`src/rtl/scr1_pipe_fetch_queue.sv`:
```
// ---------------------------------------------------------------------------
// scr1_pipe_fetch_queue
// DEPTH-entry instruction fetch queue between the IFU (producer) and the IDU
// (consumer). Each entry carries {instr, pc, err}. The EXU new-PC request
// flushes the queue. A pushed IMEM fault sets a sticky lock that stops the
// queue from accepting further fetches until the next flush.
//
// Ports
//   clk, pipe_rst      pipeline clock, asynchronous active-high reset
//   ifu2fq_*_i         IFU push side: valid, instruction, PC, fault tag
//   fq2ifu_rdy_o       queue can take a push this cycle
//   fq2idu_*_o         head entry: valid, instruction, PC, fault tag
//   idu2fq_rdy_i       IDU consumes the head this cycle
//   exu2fq_flush_i     flush (new PC request), highest priority
//   fq_count_o         occupancy
//   fq_afull_o         occupancy >= AFULL_LVL
//   fq_lock_o          fault lock active
// ---------------------------------------------------------------------------
module scr1_pipe_fetch_queue #(
  parameter int unsigned DATA_W    = 32,
  parameter int unsigned ADDR_W    = 32,
  parameter int unsigned DEPTH     = 4,
  parameter int unsigned AFULL_LVL = DEPTH - 1
) (
  input  logic                   clk,
  input  logic                   pipe_rst,
  input  logic                   ifu2fq_vd_i,
  input  logic [DATA_W-1:0]      ifu2fq_instr_i,
  input  logic [ADDR_W-1:0]      ifu2fq_pc_i,
  input  logic                   ifu2fq_err_i,
  output logic                   fq2ifu_rdy_o,
  output logic                   fq2idu_vd_o,
  output logic [DATA_W-1:0]      fq2idu_instr_o,
  output logic [ADDR_W-1:0]      fq2idu_pc_o,
  output logic                   fq2idu_err_o,
  input  logic                   idu2fq_rdy_i,
  input  logic                   exu2fq_flush_i,
  output logic [$clog2(DEPTH):0] fq_count_o,
  output logic                   fq_afull_o,
  output logic                   fq_lock_o
);

  localparam int unsigned PTR_W = $clog2(DEPTH);
  localparam int unsigned CNT_W = PTR_W + 1;

  localparam logic [CNT_W-1:0] FULL_CNT  = CNT_W'(DEPTH);
  localparam logic [CNT_W-1:0] EMPTY_CNT = {CNT_W{1'b0}};
  localparam logic [CNT_W-1:0] AFULL_CNT = CNT_W'(AFULL_LVL);
  localparam logic [CNT_W-1:0] CNT_ONE   = CNT_W'(1);
  localparam logic [PTR_W-1:0] PTR_ZERO  = {PTR_W{1'b0}};
  localparam logic [PTR_W-1:0] PTR_ONE   = PTR_W'(1);

  logic [DATA_W-1:0] instr_q [DEPTH];
  logic [ADDR_W-1:0] pc_q    [DEPTH];
  logic              err_q   [DEPTH];

  logic [PTR_W-1:0]  wr_ptr_q, wr_ptr_d;
  logic [PTR_W-1:0]  rd_ptr_q, rd_ptr_d;
  logic [CNT_W-1:0]  count_q,  count_d;
  logic              lock_q,   lock_d;

  logic              push_s;
  logic              pop_s;

  // Ready depends only on registered state, so there is no IDU-to-IFU path.
  assign fq2ifu_rdy_o   = (count_q != FULL_CNT) & ~lock_q;
  assign fq2idu_vd_o    = (count_q != EMPTY_CNT);
  assign fq2idu_instr_o = instr_q[rd_ptr_q];
  assign fq2idu_pc_o    = pc_q[rd_ptr_q];
  assign fq2idu_err_o   = err_q[rd_ptr_q];
  assign fq_count_o     = count_q;
  assign fq_afull_o     = (count_q >= AFULL_CNT);
  assign fq_lock_o      = lock_q;

  // A flush cycle discards both the push and the pop.
  assign push_s = ifu2fq_vd_i & fq2ifu_rdy_o & ~exu2fq_flush_i;
  assign pop_s  = fq2idu_vd_o & idu2fq_rdy_i & ~exu2fq_flush_i;

  // Next-state for pointers, occupancy and the fault lock.
  always_comb begin
    wr_ptr_d = wr_ptr_q;
    rd_ptr_d = rd_ptr_q;
    count_d  = count_q;
    lock_d   = lock_q;
    if (exu2fq_flush_i) begin
      wr_ptr_d = PTR_ZERO;
      rd_ptr_d = PTR_ZERO;
      count_d  = EMPTY_CNT;
      lock_d   = 1'b0;
    end else begin
      if (push_s) begin
        wr_ptr_d = wr_ptr_q + PTR_ONE;
      end else begin
        wr_ptr_d = wr_ptr_q;
      end
      if (pop_s) begin
        rd_ptr_d = rd_ptr_q + PTR_ONE;
      end else begin
        rd_ptr_d = rd_ptr_q;
      end
      case ({push_s, pop_s})
        2'b10:   count_d = count_q + CNT_ONE;
        2'b01:   count_d = count_q - CNT_ONE;
        default: count_d = count_q;
      endcase
      // Once set, the lock holds until a flush or reset.
      if (push_s & ifu2fq_err_i) begin
        lock_d = 1'b1;
      end else begin
        lock_d = lock_q;
      end
    end
  end

  // Control state register.
  always_ff @(posedge clk or posedge pipe_rst) begin
    if (pipe_rst) begin
      wr_ptr_q <= PTR_ZERO;
      rd_ptr_q <= PTR_ZERO;
      count_q  <= EMPTY_CNT;
      lock_q   <= 1'b0;
    end else begin
      wr_ptr_q <= wr_ptr_d;
      rd_ptr_q <= rd_ptr_d;
      count_q  <= count_d;
      lock_q   <= lock_d;
    end
  end

  // Entry storage; written on accepted push only, untouched by flush.
  always_ff @(posedge clk or posedge pipe_rst) begin
    if (pipe_rst) begin
      for (int i = 0; i < DEPTH; i++) begin
        instr_q[i] <= {DATA_W{1'b0}};
        pc_q[i]    <= {ADDR_W{1'b0}};
        err_q[i]   <= 1'b0;
      end
    end else if (push_s) begin
      instr_q[wr_ptr_q] <= ifu2fq_instr_i;
      pc_q[wr_ptr_q]    <= ifu2fq_pc_i;
      err_q[wr_ptr_q]   <= ifu2fq_err_i;
    end
  end

endmodule

```
`config.mk`:
```
export PLATFORM = sky130hd
export DESIGN_NAME = scr1_pipe_fetch_queue
export DESIGN_NICKNAME = d
export VERILOG_FILES = /design/src/rtl/scr1_pipe_fetch_queue.sv
export SDC_FILE = /design/constraint.sdc
export NUM_CORES = 1
export LEC_CHECK = 0
export CORE_MARGIN = 2
export CORE_UTILIZATION = 45
export CTS_CLUSTER_DIAMETER = 30
export DETAILED_ROUTE_END_ITERATION = 8
export PLACE_DENSITY = 0.64
export RECOVER_POWER = 100
export SYNTH_ARGS = -nofsm -noshare
export SYNTH_HDL_FRONTEND = slang
export SYNTH_SLANG_ARGS = --single-unit
```
`constraint.sdc`:
```
create_clock -name clk -period 26.4 [get_ports clk]
set_input_delay 5.28 -clock clk [delete_from_list [all_inputs] [get_ports clk]]
set_output_delay 5.28 -clock clk [all_outputs]
set_load 0.005 [all_outputs]
```
# After elaboration in Yosys (flattened, before gate mapping)
# Index checks and enable logic that the tools add are counted.
dict set report word_totals {
  out_inout_bits 72
  regBits 268
  input_bits 70
  elab_cells 67
}
dict set report classes {
  order_cmp 4
  bitwise_logic 10
  n_addsub 4
  n_eq_ne 3
  n_mux 24
  n_reduce_logical 6
}
# cell count
set ops {}
lappend ops {{bitwise mux 128 bit} 2}
lappend ops {{two-way mux 32 bit} 5}
lappend ops {{binary-select mux 32 bit (select 2 bit)} 2}
lappend ops {{demux 32 bit (select 2 bit)} 1}
lappend ops {{two-way mux 2 bit} 4}
lappend ops {{bitwise AND 1 bit} 6}
lappend ops {{>= comparator 3 bit, second input constant} 2}
lappend ops {{inverter 2 -> 3 bit} 2}
lappend ops {{case mux 3 bit (2 select lines)} 1}
lappend ops {{nonzero test 2 bit} 3}
lappend ops {{nonzero test 3 bit} 2}
lappend ops {{two-way mux 1 bit} 5}
lappend ops {{adder 2 x 1 -> 2 bit, second input constant} 2}
lappend ops {{bitwise mux 4 bit} 1}
lappend ops {{adder 3 x 1 -> 3 bit, second input constant} 1}
lappend ops {{>= comparator 3 x 2 -> 1 bit, second input constant} 1}
lappend ops {{< comparator 3 x 1 -> 1 bit, second input constant} 1}
lappend ops {{two-way mux 3 bit} 1}
lappend ops {{!= test 3 bit, second input constant} 1}
lappend ops {{subtractor 3 x 1 -> 3 bit, second input constant} 1}
lappend ops {{binary-select mux 1 bit (select 2 bit)} 1}
lappend ops {{demux 1 bit (select 2 bit)} 1}
lappend ops {{== test 2 x 1 -> 1 bit, second input constant} 1}
lappend ops {{== test 2 bit, second input constant} 1}
lappend ops {{2 further kinds} 3}

# Logic depth before layout (Yosys ltp)
dict set report logic_depth {
  ltp_word 7
  mapped_depth 7
  mapped_depth_nobuf 7
}

# Worst setup path after synthesis
# Ideal clock, no wire load.
dict set report synth_timing {
  path_kind {register to output}
  startpoint {register rd_ptr_q[0]}
  endpoint {output fq2idu_pc_o[21]}
  setup_slack_ns 19.635
  path_stages_with_launch 6
  arrival_ns 1.485
  n_path_buf 4
  required_time_ns 21.120
  cell_sequence {dfrtp_1 > clkbuf_1 > buf_4 > buf_2 > buf_2 > mux4_2}
}
dict set report synth_via {
  elab_chain_len 4
}
# item line_no
set synth_rtl {}
lappend synth_rtl {{start, declared} 58} ;# logic [PTR_W-1:0] rd_ptr_q, rd_ptr_d;
lappend synth_rtl {{start signal, assigned} 124} ;# rd_ptr_q <= rd_ptr_d;
lappend synth_rtl {{inverter 2 -> 3 bit (implied by the code)} 69} ;# assign fq2idu_pc_o = pc_q[rd_ptr_q];
lappend synth_rtl {{binary-select mux 32 bit (select 2 bit)} 69}
lappend synth_rtl {{two-way mux 32 bit (implied by the code) (2 in a row)} 69}
lappend synth_rtl {{end, declared} 34} ;# output logic [ADDR_W-1:0] fq2idu_pc_o,
# No other way between the ends. The select of a mux whose other input is x is not followed.

==> impl_metrics.toml <==
[power_and_ir_drop]
ir_drop_mv = 0.0701
powerDensity_nw_per_um2 = 133
p_total_mw = 2.09
power.leakage_nw = 6.97

[floorplan]
die_y_um = 172
top_level_ports = 142
coreArea_um2 = 27900
die_area_um2 = 29700
die_x_um = 172
start_util_pct = 45.8
row_count = 61

[sta]
fmax_mhz = 76.5
final-setup-viol-count = 0
skew_ps = 19.5
worstMarginPinSlew_ps = 4910
relSlewSlack_pct = -229
drv_slew = 588
fin_crit_ps = 13080
finalCritPeriodShare_pct = 49.5
rsz0062_at_grt = "no"
fin_ws_ps = 13320
fin_setup_tns_ps = 0
hold_viol = 0

[grt]
gr-total-overflow = 0
grt_pass1_wl_um = 45500
antenna_found_initial = 3
first_global_vias = 7863
grt_max_degree = 112
grtUsageTotal_pct = 19.9

[yosys]
synth_edf_count = 0
async_flop_share_pct = 100
postSynthAreaPerCell_um2 = 18.6
syn-cell-area_um2 = 12700
seq_area_frac_synth_pct = 52.6
synthFlopType = "dfrtp_1"
yosys_warnings = 0
ys_ff_latch = 268
ys_types = 33
syn_inst = 686
synth_fp_nets = 761

[clock_network]
path_clk_slew_ps = 50
cts.sinks = 268
cts.hold.buffers_added = 0
post_cts_resized = 0
post_cts_buffers = 0
htree_levels = 2
clock_latency_ps = 570
numCtsBuffers = 61
clockBufferDepth = 3
cts_root_buffer = "clkbuf_16"
cts_tree = "done"

[setup_path]
worst-setup-path-type = "in -> async"
path_max_fanout = 111
crit_chain = "dlygate4sd3_1, clkinvlp_2, clkbuf_1"
worst_ep_arrival_time_ps = 11990
cp.required_ps = 25310
reg2reg_slack_ps = 21190
slowest_stage = "clkbuf_1"
worstSetupStartpointType = "input port"
critPathCaptureType = "asynchronous set/reset pin"
crit_path_max_incr_delay_ps = 3370

[route]
wl_per_cell_um = 21.4
route.detailed.drc = 0
drtIter0Drc = 307
drt_wl_total_um = 27500
final_antenna_net_count = 0
vias = 6682
viasPerCell = 5.20
first_pass_iters = 4

[run_status]
status = "complete, but fails checks"
failed_checks = "max-capacitance violations, max-slew violations"

[placed_design]
post-dp-hpwl_um = 16100
gp_congestion = 0.773
pre_cts_slack_ps = 18320
port_buffers = 141

[layout]
fin_nets = 928
area_growth_pct = 22.9
drive_gt1_share_pct = 26.7
utilization_pct = 56.2

[run]
drv_cap = 11

[hold_path]
hp-class = "reg -> reg"
## cell usage in the layout (no fill, tap or decap), types with 2 or more instances in the layout
cell             Yosys  final
a21oi_1              2      2
bufinv_16            0     17
clkbuf_1             2     13
clkbuf_16            0     61
clkbuf_8             0      4
clkdlybuf4s50_1      0     67
clkinv_2             0      8
clkinv_4             0      3
clkinvlp_4           0     10
dfrtp_1            268    267
diode_2              0      4
dlygate4sd3_1        0     74
ha_1                 4      4
inv_1                3      2
inv_6                0      3
mux2_1               0    194
mux2_2              61     61
mux2_4             200      6
mux2i_1              2      2
mux4_2              65     65
nand2_1              2      6
nand2b_1             3      3
nor2_1               9      9
nor3_1               1      2
nor3b_1              1      2
o21ai_0              2      2
or3_1                2      2
xnor2_1              3      3
## registers in the layout, indices dropped and copies added (netlist names)
register	flops
pc_q	128
wr_ptr_q	2
rd_ptr_q	2
err_q	4
fq_count_o	3
instr_q	128
fq_lock_o	1
## kinds of logic (layout without fill, tap and decap cells)
| kind of cell | Yosys count | count (layout) | share of synthesized area (%) |
|---|---|---|---|
| AO/OA/AOI/OAI | 7 | 7 | 0.344 |
| XOR/XNOR | 4 | 4 | 0.275 |
| adder cells (fa/ha/maj) | 5 | 5 | 0.550 |
| buffers and inverters | 47 | 264 | 4.33 |
| flip-flops | 268 | 268 | 52.6 |
| multiplexers | 328 | 328 | 40.6 |
| other | 0 | 4 | 0 |
| AND/OR/NAND/NOR | 27 | 27 | 1.30 |
## cell type report
class	instances	area, um2
Fill cell	2299	12200
Tap cell	378	473
Sequential cell	268	6710
Timing Repair Buffer	148	1440
Antenna cell	4	10.0
Inverter	3	12.5
Multi-Input combinational cell	371	4730
Clock buffer	72	1610
Clock inverter	41	678
## worst max-delay path, delay by kind of cell
| family | cells | cell delay (ps) |
|---|---|---|
| buffers and inverters | 3 | 6660 |
## where the power goes
| group | internal [mW] | switching [mW] |
|---|---|---|
| Clock | 0.597 | 0.238 |
| Combinational | 0.360 | 0.186 |
| Sequential | 0.592 | 0.115 |
| Total | 1.55 | 0.539 |
## cell usage after synthesis (2+ instances only)
library cell / count / area [um2]
buf_6: 4 / 45.0
o21ai_0: 2 / 10.0
nand2b_1: 3 / 18.8
buf_2: 13 / 65.1
dfrtp_1: 268 / 6710
mux2_2: 61 / 687
nand2_1: 2 / 7.51
clkbuf_1: 2 / 7.51
inv_1: 3 / 11.3
nand2_2: 4 / 25.0
buf_1: 4 / 15.0
xnor2_1: 3 / 26.3
mux2_4: 200 / 3000
mux2i_1: 2 / 20.0
or3_1: 2 / 12.5
mux4_2: 65 / 1460
a21oi_1: 2 / 10.0
nor2_1: 9 / 33.8
ha_1: 4 / 50.1
buf_12: 20 / 400
## routing by layer
| layer | routed length (um) | vias up | GRT usage (%) |
|---|---|---|---|
| li1 | - | 2910 | - |
| met1 | 12000 | 3560 | 26.5 |
| met2 | 13300 | 169 | 31.8 |
| met3 | 1760 | 41 | 6.25 |
| met4 | 418 | 2 | 4.90 |
| met5 | 13 | - | 0 |
## final timing paths
| kind | startpoint | endpoint | depth (start not counted) |
|---|---|---|---|
| min in group asynchronous | pipe_rst | pc_q[64] | 2 |
| worst max register to register | fq_count_o[2] | instr_q[119] | 5 |
| max in group clk | rd_ptr_q[1] | fq2idu_pc_o[28] | 2 |
| worst min register to register | instr_q[20] | instr_q[20] | 1 |
| worst min-delay path | instr_q[20] | instr_q[20] | 1 |
| worst max-delay path | pipe_rst | rd_ptr_q[0] | 3 |
## metrics by stage
| stage | cell area (um2) | hold WS [ps] | instances |
|---|---|---|---|
| 2_1_floorplan | 12700 | 474 | 686 |
| 5_1_grt | 15700 | 504 | 1282 |
| 6_report | 15700 | 483 | 1285 |
| 3_5_place_dp | 14200 | 488 | 1168 |
| 3_3_place_gp | 14200 | 482 | 1168 |
| 4_1_cts | 16500 | 498 | 1281 |
No activity file was read; power rests on OpenSTA's default activity.
